[config.mk]
export PLATFORM = sky130hd
export DESIGN_NAME = sync_fifo_prog_flat
export DESIGN_NICKNAME = d
export VERILOG_FILES = /design/src/rtl/sync_fifo_pkg.sv /design/src/rtl/sync_fifo_prog_if.sv /design/src/rtl/sync_fifo_fwft_out.sv /design/src/rtl/sync_fifo_prog.sv /design/src/flat_wrapper.sv
export SDC_FILE = /design/constraint.sdc
export NUM_CORES = 1
export LEC_CHECK = 0
export CORE_MARGIN = 2
export CORE_UTILIZATION = 30
export DETAILED_ROUTE_END_ITERATION = 10
export GPL_TIMING_DRIVEN = 0
export SLEW_MARGIN = 25
export SYNTH_ARGS = -nofsm -noshare
export SYNTH_HDL_FRONTEND = slang
export SYNTH_SLANG_ARGS = --single-unit
[constraint.sdc]
create_clock -name clk -period 5.3 [get_ports clk]
set_clock_uncertainty 0.2 [all_clocks]
set_input_delay 1.325 -clock clk [delete_from_list [all_inputs] [get_ports clk]]
set_output_delay 1.325 -clock clk [all_outputs]
set_load 0.1 [all_outputs]
[src/rtl/sync_fifo_pkg.sv]
// Shared types and helpers for the programmable sync FIFO family.
package sync_fifo_pkg;

    typedef enum logic {
        RD_STD  = 1'b0,
        RD_FWFT = 1'b1
    } rd_mode_e;

    localparam int ERR_CNT_W = 8;

    function automatic logic [ERR_CNT_W-1:0] err_cnt_inc(input logic [ERR_CNT_W-1:0] cnt);
        return (cnt == {ERR_CNT_W{1'b1}}) ? cnt : cnt + 1'b1;
    endfunction

endpackage

[src/rtl/sync_fifo_prog_if.sv]
// Producer/consumer bus of sync_fifo_prog; master drives requests, slave is the FIFO.
// Error counter signals exist only when FIFO_ERR_CNT_EN is defined.
interface sync_fifo_prog_if #(
    parameter int DATA_WIDTH = 32,
    parameter int ADDR_WIDTH = 5
);
    import sync_fifo_pkg::*;

    logic                  wr_en;
    logic [DATA_WIDTH-1:0] wr_data;
    logic                  rd_en;
    logic [DATA_WIDTH-1:0] rd_data;
    logic                  rd_valid;
    logic [ADDR_WIDTH:0]   af_thresh;
    logic [ADDR_WIDTH:0]   ae_thresh;
    logic                  fifo_full;
    logic                  fifo_empty;
    logic                  almost_full;
    logic                  almost_empty;
    logic [ADDR_WIDTH:0]   level;
    logic                  overflow;
    logic                  underflow;
`ifdef FIFO_ERR_CNT_EN
    logic [ERR_CNT_W-1:0]  ovf_cnt;
    logic [ERR_CNT_W-1:0]  udf_cnt;

    modport master (
        output wr_en, wr_data, rd_en, af_thresh, ae_thresh,
        input  rd_data, rd_valid, fifo_full, fifo_empty, almost_full, almost_empty,
               level, overflow, underflow, ovf_cnt, udf_cnt
    );
    modport slave (
        input  wr_en, wr_data, rd_en, af_thresh, ae_thresh,
        output rd_data, rd_valid, fifo_full, fifo_empty, almost_full, almost_empty,
               level, overflow, underflow, ovf_cnt, udf_cnt
    );
`else
    modport master (
        output wr_en, wr_data, rd_en, af_thresh, ae_thresh,
        input  rd_data, rd_valid, fifo_full, fifo_empty, almost_full, almost_empty,
               level, overflow, underflow
    );
    modport slave (
        input  wr_en, wr_data, rd_en, af_thresh, ae_thresh,
        output rd_data, rd_valid, fifo_full, fifo_empty, almost_full, almost_empty,
               level, overflow, underflow
    );
`endif

endinterface

[src/rtl/sync_fifo_fwft_out.sv]
// FWFT output register: prefetches the head word whenever it is empty or being popped.
// One cycle from memory to output; pops sustain one word per cycle.
module sync_fifo_fwft_out #(
    parameter int DATA_WIDTH = 32
) (
    input  logic                  clk,
    input  logic                  hw_rst,
    input  logic                  soft_clr,
    input  logic                  mem_nonempty,
    input  logic [DATA_WIDTH-1:0] mem_dat,
    input  logic                  pop,
    output logic                  mem_rd,
    output logic [DATA_WIDTH-1:0] out_dat,
    output logic                  out_vld
);

    assign mem_rd = mem_nonempty && (!out_vld || pop);

    always_ff @(posedge clk or posedge hw_rst) begin
        if (hw_rst) begin
            out_dat <= '0;
            out_vld <= 1'b0;
        end else if (soft_clr) begin
            out_dat <= '0;
            out_vld <= 1'b0;
        end else if (mem_rd) begin
            out_dat <= mem_dat;
            out_vld <= 1'b1;
        end else if (pop) begin
            out_vld <= 1'b0;
        end
    end

endmodule

[src/rtl/sync_fifo_prog.sv]
// Single-clock flop-array FIFO with programmable thresholds, standard or FWFT read, 1-cycle read latency.
// Rejects writes when full and reads when empty (flagged); FIFO_ERR_CNT_EN adds saturating error counters.
module sync_fifo_prog
    import sync_fifo_pkg::*;
#(
    parameter int DATA_WIDTH   = 32,
    parameter int DEPTH        = 32,
    parameter int ADDR_WIDTH   = $clog2(DEPTH),
    parameter int FWFT         = 0,
    parameter int SOFT_RESET   = 1,
    parameter int STICKY_ERROR = 0
) (
    input logic             clk,
    input logic             hw_rst,
    input logic             sw_rst,
    sync_fifo_prog_if.slave bus
);

    localparam int             PW      = ADDR_WIDTH + 1;
    localparam logic [PW-1:0]  DEPTH_W = PW'(DEPTH);
    localparam rd_mode_e       RD_MODE = (FWFT != 0) ? RD_FWFT : RD_STD;

    logic [DATA_WIDTH-1:0] mem [DEPTH];
    logic [PW-1:0]         wr_ptr;
    logic [PW-1:0]         rd_ptr;
    logic [PW-1:0]         mem_cnt;
    logic [PW-1:0]         level;
    logic [DATA_WIDTH-1:0] head_dat;
    logic                  out_vld;
    logic                  mem_rd;
    logic                  soft_clr;
    logic                  fifo_full;
    logic                  fifo_empty;
    logic                  wr_acc;
    logic                  rd_acc;
    logic                  wr_rej;
    logic                  rd_rej;
    logic                  ovf_q;
    logic                  udf_q;

    assign soft_clr = (SOFT_RESET != 0) && sw_rst;
    assign mem_cnt  = wr_ptr - rd_ptr;
    // The FWFT output register is part of the capacity, so it is counted in level.
    assign level     = mem_cnt + PW'(out_vld);
    assign fifo_full = (level == DEPTH_W);
    assign wr_acc    = bus.wr_en && !fifo_full;
    assign rd_acc    = bus.rd_en && !fifo_empty;
    assign wr_rej    = bus.wr_en && fifo_full;
    assign rd_rej    = bus.rd_en && fifo_empty;
    assign head_dat  = mem[rd_ptr[ADDR_WIDTH-1:0]];

    always_ff @(posedge clk or posedge hw_rst) begin
        if (hw_rst) begin
            wr_ptr <= '0;
            rd_ptr <= '0;
        end else if (soft_clr) begin
            wr_ptr <= '0;
            rd_ptr <= '0;
        end else begin
            if (wr_acc) wr_ptr <= wr_ptr + 1'b1;
            if (mem_rd) rd_ptr <= rd_ptr + 1'b1;
        end
    end

    always_ff @(posedge clk) begin
        if (wr_acc && !soft_clr) mem[wr_ptr[ADDR_WIDTH-1:0]] <= bus.wr_data;
    end

    generate
        if (RD_MODE == RD_FWFT) begin : g_fwft
            logic [DATA_WIDTH-1:0] out_dat;

            sync_fifo_fwft_out #(.DATA_WIDTH(DATA_WIDTH)) u_out (
                .clk          (clk),
                .hw_rst       (hw_rst),
                .soft_clr     (soft_clr),
                .mem_nonempty (mem_cnt != '0),
                .mem_dat      (head_dat),
                .pop          (rd_acc),
                .mem_rd       (mem_rd),
                .out_dat      (out_dat),
                .out_vld      (out_vld)
            );

            assign fifo_empty   = !out_vld;
            assign bus.rd_data  = out_dat;
            assign bus.rd_valid = out_vld;
        end else begin : g_std
            logic [DATA_WIDTH-1:0] rd_dat_q;
            logic                  rd_vld_q;

            always_ff @(posedge clk or posedge hw_rst) begin
                if (hw_rst) begin
                    rd_dat_q <= '0;
                    rd_vld_q <= 1'b0;
                end else if (soft_clr) begin
                    rd_dat_q <= '0;
                    rd_vld_q <= 1'b0;
                end else begin
                    if (rd_acc) rd_dat_q <= head_dat;
                    rd_vld_q <= rd_acc;
                end
            end

            assign out_vld      = 1'b0;
            assign mem_rd       = rd_acc;
            assign fifo_empty   = (level == '0);
            assign bus.rd_data  = rd_dat_q;
            assign bus.rd_valid = rd_vld_q;
        end
    endgenerate

    always_ff @(posedge clk or posedge hw_rst) begin
        if (hw_rst) begin
            ovf_q <= 1'b0;
            udf_q <= 1'b0;
        end else if (soft_clr) begin
            ovf_q <= 1'b0;
            udf_q <= 1'b0;
        end else begin
            ovf_q <= wr_rej || ((STICKY_ERROR != 0) && ovf_q);
            udf_q <= rd_rej || ((STICKY_ERROR != 0) && udf_q);
        end
    end

`ifdef FIFO_ERR_CNT_EN
    logic [ERR_CNT_W-1:0] ovf_cnt_q;
    logic [ERR_CNT_W-1:0] udf_cnt_q;

    always_ff @(posedge clk or posedge hw_rst) begin
        if (hw_rst) begin
            ovf_cnt_q <= '0;
            udf_cnt_q <= '0;
        end else if (soft_clr) begin
            ovf_cnt_q <= '0;
            udf_cnt_q <= '0;
        end else begin
            if (wr_rej) ovf_cnt_q <= err_cnt_inc(ovf_cnt_q);
            if (rd_rej) udf_cnt_q <= err_cnt_inc(udf_cnt_q);
        end
    end

    assign bus.ovf_cnt = ovf_cnt_q;
    assign bus.udf_cnt = udf_cnt_q;
`endif

    assign bus.fifo_full    = fifo_full;
    assign bus.fifo_empty   = fifo_empty;
    assign bus.level        = level;
    assign bus.almost_full  = (bus.af_thresh != '0) && (level >= bus.af_thresh);
    assign bus.almost_empty = (level <= bus.ae_thresh);
    assign bus.overflow     = ovf_q;
    assign bus.underflow    = udf_q;

endmodule

[src/flat_wrapper.sv]
// flat-port wrapper written by rule: the top's interface ports become plain ports
module sync_fifo_prog_flat import sync_fifo_pkg::*;
#(
    parameter int DATA_WIDTH   = 32,
    parameter int DEPTH        = 32,
    parameter int ADDR_WIDTH   = $clog2(DEPTH),
    parameter int FWFT         = 0,
    parameter int SOFT_RESET   = 1,
    parameter int STICKY_ERROR = 0
)
  (clk, hw_rst, sw_rst, bus_wr_en, bus_wr_data, bus_rd_en, bus_af_thresh, bus_ae_thresh, bus_rd_data, bus_rd_valid, bus_fifo_full, bus_fifo_empty, bus_almost_full, bus_almost_empty, bus_level, bus_overflow, bus_underflow);
  sync_fifo_prog_if #(.DATA_WIDTH(DATA_WIDTH), .ADDR_WIDTH(ADDR_WIDTH)) bus_i ();
  input logic clk;
  input logic hw_rst;
  input logic sw_rst;
  input wire logic [$bits(bus_i.wr_en)-1:0] bus_wr_en;
  input wire logic [$bits(bus_i.wr_data)-1:0] bus_wr_data;
  input wire logic [$bits(bus_i.rd_en)-1:0] bus_rd_en;
  input wire logic [$bits(bus_i.af_thresh)-1:0] bus_af_thresh;
  input wire logic [$bits(bus_i.ae_thresh)-1:0] bus_ae_thresh;
  output wire logic [$bits(bus_i.rd_data)-1:0] bus_rd_data;
  output wire logic [$bits(bus_i.rd_valid)-1:0] bus_rd_valid;
  output wire logic [$bits(bus_i.fifo_full)-1:0] bus_fifo_full;
  output wire logic [$bits(bus_i.fifo_empty)-1:0] bus_fifo_empty;
  output wire logic [$bits(bus_i.almost_full)-1:0] bus_almost_full;
  output wire logic [$bits(bus_i.almost_empty)-1:0] bus_almost_empty;
  output wire logic [$bits(bus_i.level)-1:0] bus_level;
  output wire logic [$bits(bus_i.overflow)-1:0] bus_overflow;
  output wire logic [$bits(bus_i.underflow)-1:0] bus_underflow;
  assign bus_i.wr_en = bus_wr_en;
  assign bus_i.wr_data = bus_wr_data;
  assign bus_i.rd_en = bus_rd_en;
  assign bus_i.af_thresh = bus_af_thresh;
  assign bus_i.ae_thresh = bus_ae_thresh;
  assign bus_rd_data = bus_i.rd_data;
  assign bus_rd_valid = bus_i.rd_valid;
  assign bus_fifo_full = bus_i.fifo_full;
  assign bus_fifo_empty = bus_i.fifo_empty;
  assign bus_almost_full = bus_i.almost_full;
  assign bus_almost_empty = bus_i.almost_empty;
  assign bus_level = bus_i.level;
  assign bus_overflow = bus_i.overflow;
  assign bus_underflow = bus_i.underflow;
  sync_fifo_prog #(.DATA_WIDTH(DATA_WIDTH), .DEPTH(DEPTH), .ADDR_WIDTH(ADDR_WIDTH), .FWFT(FWFT), .SOFT_RESET(SOFT_RESET), .STICKY_ERROR(STICKY_ERROR)) u_core (.clk(clk), .hw_rst(hw_rst), .sw_rst(sw_rst), .bus(bus_i));
endmodule
==> results of run 1 <==
state kept, by name (all words and copies together) (netlist names):
register              cells
u_core.bus.underflow      1
u_core.bus.rd_valid       1
u_core.rd_ptr             6
u_core.mem             1024
u_core.bus.rd_data       32
u_core.wr_ptr             6
u_core.bus.overflow       1
final timing paths:
kind	to	slack [ns]	cells after the start
max in group asynchronous	u_core.rd_ptr[1]	3.65	3
min in group asynchronous	u_core.bus.rd_data[22]	0.92	3
setup reg to reg	u_core.mem[6][20]	0.53	11
hold reg to reg	u_core.bus.rd_data[21]	0.33	2
setup / recovery	bus_almost_empty	0.12	12
hold / removal	u_core.bus.rd_data[21]	0.33	2
power groups by stage:
stage | Combinational [W] | Sequential [W] | Clock (W)
floorplan | 0.00324 | 0.0105 | 0
global placement | 0.00568 | 0.00986 | 0
finish | 0.00576 | 0.00967 | 0.00778
global route | 0.00603 | 0.00967 | 0.00821
CTS | 0.00578 | 0.00967 | 0.00788
detailed placement | 0.00574 | 0.00985 | 0
layer usage:
metal | vias to the layer above | GRT usage (%) | wire [um]
met3 | 160 | 2.14 | 7300
met5 | - | 0 | 13
met4 | 2 | 4.66 | 2870
met2 | 831 | 26.1 | 55400
met1 | 11627 | 21.1 | 47300
li1 | 9628 | - | -
per-stage QoR:
| stage | hold slack, ns | setup TNS, ns | utilization [%] | total power, W |
|---|---|---|---|---|
| 2_1_floorplan | 0.363 | 0 | - | 0.0137 |
| 3_3_place_gp | 0.324 | -1887.32 | 32.6 | 0.0155 |
| 3_5_place_dp | 0.306 | -58.00 | 33.6 | 0.0156 |
| 4_1_cts | 0.325 | 0 | 36.2 | 0.0233 |
| 5_1_grt | 0.372 | -0.00397 | 36.2 | 0.0239 |
| 6_report | 0.331 | 0 | 36.2 | 0.0232 |
cell families after synthesis:
family	count (synthesis)
xor gates and xnor gates	5
buffers and inverters	151
DFF	1071
AOI/OAI and AO/OA	330
and+or+nand+nor	275
adders and majority gates	21
muxes	371
area by class of cell:
| class | instances | area (um2) | share of cell area (%) |
|---|---|---|---|
| Inverter | 22 | 90.1 | 0.181 |
| Clock inverter | 64 | 805 | 1.61 |
| Buffer | 129 | 587 | 1.18 |
| Antenna cell | 1 | 2.50 | 0.00501 |
| Sequential cell | 1071 | 31900 | 64.0 |
| Timing Repair Buffer | 142 | 1930 | 3.86 |
| Clock buffer | 132 | 2810 | 5.63 |
| Tap cell | 1794 | 2240 | 4.50 |
| Multi-Input combinational cell | 1002 | 9510 | 19.1 |
worst reg2reg max path, cell delays in order, from the launching register on:
cell	delay [ns]
sky130_fd_sc_hd__dfrtp_1	0.60
sky130_fd_sc_hd__ha_1	0.23
sky130_fd_sc_hd__inv_1	0.05
sky130_fd_sc_hd__fa_2	0.38
sky130_fd_sc_hd__and3_1	0.18
sky130_fd_sc_hd__o21ai_1	0.18
sky130_fd_sc_hd__a2111o_1	0.29
sky130_fd_sc_hd__a211o_1	0.14
sky130_fd_sc_hd__buf_2	0.19
sky130_fd_sc_hd__nand3_1	0.76
sky130_fd_sc_hd__nor2_4	0.95
sky130_fd_sc_hd__buf_12	0.27
timing repair:
item                                    in CTS  in global routing
endpoints found under the setup margin     586                  4
gates resized for setup                     35                  4
buffers inserted                             1                  1
gates cloned                                 0                  0
placed cells by master (no fill, tap or decap), types with 8 or more instances in the layout:
master / Yosys / layout
sky130_fd_sc_hd__buf_2: 42 / 74
sky130_fd_sc_hd__clkdlybuf4s50_1: 0 / 53
sky130_fd_sc_hd__nor2_4: 0 / 32
sky130_fd_sc_hd__clkbuf_16: 0 / 106
sky130_fd_sc_hd__nand3_1: 13 / 13
sky130_fd_sc_hd__a31oi_1: 14 / 14
sky130_fd_sc_hd__dfrtp_1: 47 / 46
sky130_fd_sc_hd__nor2b_1: 53 / 53
sky130_fd_sc_hd__nor3_1: 9 / 8
sky130_fd_sc_hd__clkbuf_1: 74 / 93
sky130_fd_sc_hd__a211oi_1: 80 / 80
sky130_fd_sc_hd__edfxtp_1: 1024 / 1024
sky130_fd_sc_hd__clkinv_1: 1 / 19
sky130_fd_sc_hd__bufinv_16: 0 / 18
sky130_fd_sc_hd__ha_1: 19 / 18
sky130_fd_sc_hd__buf_4: 10 / 15
sky130_fd_sc_hd__mux2i_1: 271 / 271
sky130_fd_sc_hd__mux4_2: 96 / 96
sky130_fd_sc_hd__buf_12: 0 / 22
sky130_fd_sc_hd__clkinv_2: 0 / 21
sky130_fd_sc_hd__nor2_1: 64 / 30
sky130_fd_sc_hd__buf_16: 0 / 26
sky130_fd_sc_hd__a221oi_1: 31 / 31
sky130_fd_sc_hd__nand4_1: 36 / 36
sky130_fd_sc_hd__a21oi_1: 19 / 17
sky130_fd_sc_hd__nand2_1: 15 / 15
sky130_fd_sc_hd__o41ai_1: 32 / 32
sky130_fd_sc_hd__a22oi_1: 96 / 96
sky130_fd_sc_hd__inv_1: 20 / 19
sky130_fd_sc_hd__and2_1: 33 / 33
sky130_fd_sc_hd__nand3b_1: 35 / 35
sky130_fd_sc_hd__o21ai_0: 42 / 42
==> impl_metrics.json, run 1 <==
{
  "drive_above_1_share_pct": 17.5,
  "post_synthesis_compound_gate_area_fraction_pct": 5.79,
  "cts.root.buffer_cell": "sky130_fd_sc_hd__clkbuf_16",
  "routed_wl_um": 113000,
  "holdCritPathClass": "reg -> reg",
  "clock_latency_of_the_later_clocked_register_in_the_worst_skew_pair_ns": 0.67,
  "synth_top_family_by_area": "multiplexers",
  "arrival_ns": 3.65,
  "hpwlAfterDp_um": 77300,
  "yosysSeqAreaShare_pct": 76.4,
  "critPathTopFamily": "adder cells",
  "combPwrFrac_pct": 24.8,
  "avgSynthCellArea_um2": 18.8,
  "fin_area_um2": 49900,
  "final_cell_count_no_fill": 4357,
  "finalWorstSetupSlack_ns": 0.120,
  "grt_start_max_net_pins": 48,
  "sw_frac_of_total_pct": 31.4,
  "post_place_instance_area_um2": 46300,
  "gr-total-overflow": 0,
  "leakagePower_nw": 15.5,
  "die-height_um": 377,
  "critical_path.reg2reg.startpoint": "u_core.rd_ptr[0]",
  "synth.area.top_cells": "sky130_fd_sc_hd__edfxtp_1, sky130_fd_sc_hd__mux2i_1, sky130_fd_sc_hd__mux4_2",
  "relSlewSlack_pct": 24.1,
  "drv.max_cap_violation_count": 0,
  "synth_async_sr_flop_share_pct": 4.39,
  "timing.critical_path.cells": "clkinv_4, clkbuf_8, ha_1, nand2b_1, a21oi_4, xor2_4, ha_1, a21o_1, maj3_1, a21oi_2, a32o_2, buf_8",
  "critical_path.max_stage_delay_ns": 0.39,
  "startpoint": "u_core.rd_ptr[1]",
  "post-place-ws_ns": -1.27,
  "cp_data_required_time_ns": 3.77,
  "synth.most_common_cell": "sky130_fd_sc_hd__edfxtp_1",
  "synth.cells.most_frequent": "sky130_fd_sc_hd__edfxtp_1, sky130_fd_sc_hd__mux2i_1, sky130_fd_sc_hd__a22oi_1, sky130_fd_sc_hd__mux4_2, sky130_fd_sc_hd__a211oi_1",
  "floorplan.rows": 136,
  "post-route-min-period_ns": 5.18,
  "power-per-cell-area_nw_per_um2": 465,
  "die_outline_area_um2": 142000,
  "via_per_inst": 5.11,
  "syn_inst": 2224,
  "end_kind": "output pin",
  "synth_largest_type_area_fraction_pct": 73.6,
  "dieWidth_um": 377,
  "final-max-slew-violation-count": 0,
  "post_placement_cell_count": 4158,
  "peakVddDrop_mv": 0.509,
  "drt-pass1-iter-count": 6,
  "pin_count": 94,
  "synth_area_leader": "sky130_fd_sc_hd__edfxtp_1",
  "crit_path_max_fanout": 11,
  "initial_core_util_pct": 30.3,
  "core_area_um2": 138000,
  "synth_edf_count": 1024,
  "wire_length_of_the_first_global_routing_pass_um": 160000,
  "drt_iter0_drcs": 2539,
  "synthSimpleGateAreaFrac_pct": 3.70,
  "synth.mux.area_fraction_pct": 11.8,
  "fmaxAchievable_mhz": 193,
  "finalCritPeriodShare_pct": 97.7,
  "cellInternalPower_w": 0.0159,
  "via_count_of_the_first_global_routing_pass": 21967,
  "worst_setup_hold_path_clk_slew_ns": 0.06,
  "synth_seq_cells": 1071,
  "routed_wire_length_per_instance_um": 25.9,
  "cts_made_buffers": 104,
  "timing.final.setup_violations": 0,
  "min-delay-start": "u_core.bus.rd_data[21]",
  "clock_tree_from_tritoncts": "done",
  "power.net_switching_w": 0.00728,
  "drc": 0,
  "finalHoldViolations": 0,
  "layout.filler_cells": 12672,
  "max-clock-path-buffers": 3,
  "synth.cell_area_um2": 41800,
  "worst_path_bufs_invs": 3,
  "crit_path_start_kind": "flip-flop",
  "route.antenna.remaining_nets": 0,
  "final_nets": 2541,
  "synth.yosys.warnings": 0,
  "synth.net_count": 2293,
  "worst_path_max_delay_cell": "sky130_fd_sc_hd__dfrtp_2",
  "p_clk_share_pct": 33.5,
  "grt_antenna_before_repair": 8,
  "yosys.area_share.adder_pct": 0.641,
  "ctsHoldBuffers": 0,
  "vias": 22248,
  "htreeDepth": 3,
  "portion_of_total_power_attributed_to_sequential_cells_pct": 41.7,
  "yosysUniqueCellTypes": 52,
  "grt_util_all_layers_pct": 15.6,
  "numPortBuffers": 91,
  "worst-setup-path-type": "reg -> out",
  "postSynth.topFlopCell": "sky130_fd_sc_hd__edfxtp_1",
  "max_slew.worst_pin.slew_ns": 1.13,
  "flow.area_growth_from_synthesis_pct": 19.4,
  "crit_top_cell": "sky130_fd_sc_hd__ha_1",
  "yosys.area_share.xor_xnor_pct": 0.105,
  "final_gp_congestion": 0.780,
  "outcome": "finished clean",
  "tritoncts_num_sinks": 1071
}
No activity file was read; power rests on OpenSTA's default activity.
==> inputs of run 2 (changes only) <==
- CAP_MARGIN: not set -> 10
- CORE_ASPECT_RATIO: not set -> 1.25
- CORE_UTILIZATION: 30 -> 45
==> impl_metrics.json, run 2 (synthesized netlist as in run 1, its figures left out) <==
{
  "outcome": "finished clean",
  "htreeDepth": 3,
  "max-clock-path-buffers": 3,
  "startpoint": "u_core.wr_ptr[0]",
  "max_slew.worst_pin.slew_ns": 1.11,
  "min_delay_path_depth": 2,
  "route.antenna.remaining_nets": 0,
  "post-route-min-period_ns": 5.14,
  "hpwlAfterDp_um": 77900,
  "drt_iter0_drcs": 1801,
  "dieWidth_um": 277,
  "peakVddDrop_mv": 0.498,
  "flow.area_growth_from_synthesis_pct": 17.5,
  "min-delay-start": "u_core.bus.rd_data[24]",
  "holdCritPathClass": "reg -> reg",
  "grt_start_max_net_pins": 48,
  "layout.filler_cells": 7108,
  "worst_path_max_delay_cell": "sky130_fd_sc_hd__a2111o_1",
  "critPathTopFamily": "buffers and inverters",
  "floorplan.rows": 124,
  "routed_wl_um": 111000,
  "clock_latency_of_the_later_clocked_register_in_the_worst_skew_pair_ns": 0.68,
  "pin_count": 94,
  "critical_path.reg2reg.startpoint": "u_core.wr_ptr[0]",
  "cp_data_required_time_ns": 3.77,
  "numPortBuffers": 91,
  "final-max-slew-violation-count": 0,
  "power-per-cell-area_nw_per_um2": 467,
  "cts_made_buffers": 100,
  "die_outline_area_um2": 95300,
  "fmaxAchievable_mhz": 194,
  "initial_core_util_pct": 45.6,
  "routed_wire_length_per_instance_um": 29.5,
  "wire_length_of_the_first_global_routing_pass_um": 160000,
  "path_depth": 11,
  "tritoncts_num_sinks": 1071,
  "number_of_cells_traversed_by_the_worst_register_to_register_path": 13,
  "core_area_um2": 91700,
  "drv.max_cap_violation_count": 0,
  "clock_tree_from_tritoncts": "done",
  "worst-setup-path-type": "reg -> out",
  "drt-pass1-iter-count": 5,
  "relSlewSlack_pct": 25.4,
  "grt_util_all_layers_pct": 23.4,
  "finalCritPeriodShare_pct": 97.1,
  "timing.final.setup_violations": 0,
  "drc": 0,
  "layout.cells.most_common_list": "sky130_fd_sc_hd__edfxtp_1, sky130_fd_sc_hd__mux2i_1, sky130_fd_sc_hd__clkbuf_16",
  "die-height_um": 345,
  "finalHoldViolations": 0,
  "worst_setup_hold_path_clk_slew_ns": 0.06,
  "arrival_ns": 3.62,
  "cts.root.buffer_cell": "sky130_fd_sc_hd__clkbuf_16",
  "drive_above_1_share_pct": 17.4,
  "timing.critical_path.cells": "inv_1, ha_1, inv_1, fa_2, nand3_1, nand3_1, a2111o_1, a211o_1, buf_2, inv_2, clkbuf_4",
  "whs_ns": 0.363,
  "via_count_of_the_first_global_routing_pass": 23189,
  "final.setup.tns_ns": 0,
  "critical_path.max_stage_delay_ns": 0.52,
  "largest_reg_flops": 1024,
  "layout.core_utilization_pct": 53.5,
  "worst_path_bufs_invs": 5,
  "layout.cells.most_common": "sky130_fd_sc_hd__edfxtp_1",
  "final_cell_count_no_fill": 3755,
  "final_gp_congestion": 0.851,
  "grt_antenna_before_repair": 1,
  "end_kind": "output pin",
  "gr-total-overflow": 0,
  "crit_path_start_kind": "flip-flop",
  "final_nets": 2538,
  "crit_path_max_fanout": 8,
  "leakagePower_nw": 15.5,
  "vias": 22011,
  "via_per_inst": 5.86,
  "post_placement_cell_count": 3561
}
run 2: cell count changes in the layout (fill, tap and decap cells not counted), sizes merged:
cell	before	now
clkdlybuf4s50	53	54
clkinv	44	34
buf	142	141
diode	1	2
bufinv	18	14
inv	23	24
clkbuf	207	211
clkinvlp	1	4
run 2: final timing paths:
path                                          end  slack (ns)
setup / recovery                    bus_fifo_full        0.16
setup reg to reg               u_core.mem[23][24]        0.54
hold / removal             u_core.bus.rd_data[24]        0.36
max in group asynchronous  u_core.bus.rd_data[25]        3.52
hold reg to reg            u_core.bus.rd_data[24]        0.36
min in group asynchronous    u_core.bus.underflow        0.89
run 2: final cells by class:
cell class | count | area, um2 | area share [%]
antenna | 2 | 5.00 | 0.0102
buffer | 128 | 573 | 1.17
clock buffer | 135 | 2800 | 5.70
clock inverter | 54 | 652 | 1.33
inverter | 22 | 97.6 | 0.199
multi-input combinational | 1002 | 9520 | 19.4
sequential | 1071 | 31900 | 65.0
tap | 1197 | 1500 | 3.05
timing repair buffer | 144 | 2020 | 4.11
run 2: repair_timing:
item	CTS	global route
gates cloned	0	0
setup endpoints to repair	153	5
hold buffers	0	0
buffers inserted	0	4
pin swaps	0	0
gates resized for setup	29	4
run 2: report_power, final:
group | switching [W] | internal [W]
Sequential | 0.000188 | 0.00946
Combinational | 0.00391 | 0.00185
Clock | 0.00311 | 0.00440
run 2: layer usage:
layer	GRT usage, %	up-vias	share of wire [%]
li1	-	9600	-
met1	28.3	11540	38
met2	43.2	705	53
met3	3.36	166	5.9
met4	7.40	0	2.7
met5	0	-	0
run 2: through the flow:
| step | total power, W | setup slack, ns | instance area (um2) |
|---|---|---|---|
| 2_1_floorplan | 0.0137 | 0.00806 | 41800 |
| 4_1_cts | 0.0230 | 0.0179 | 49200 |
| 3_5_place_dp | 0.0156 | -1.07 | 45700 |
| 3_3_place_gp | 0.0155 | -2.17 | 44200 |
| 6_report | 0.0229 | 0.155 | 49100 |
| 5_1_grt | 0.0236 | -0.00390 | 49100 |
run 2: worst min-delay path, delay by kind of cell, from the launching register on:
| kind | cells | cell delay, ns |
|---|---|---|
| flip-flops | 1 | 0.37 |
| AND/OR/NAND/NOR | 1 | 0.09 |
| AO/OA/AOI/OAI | 1 | 0.07 |
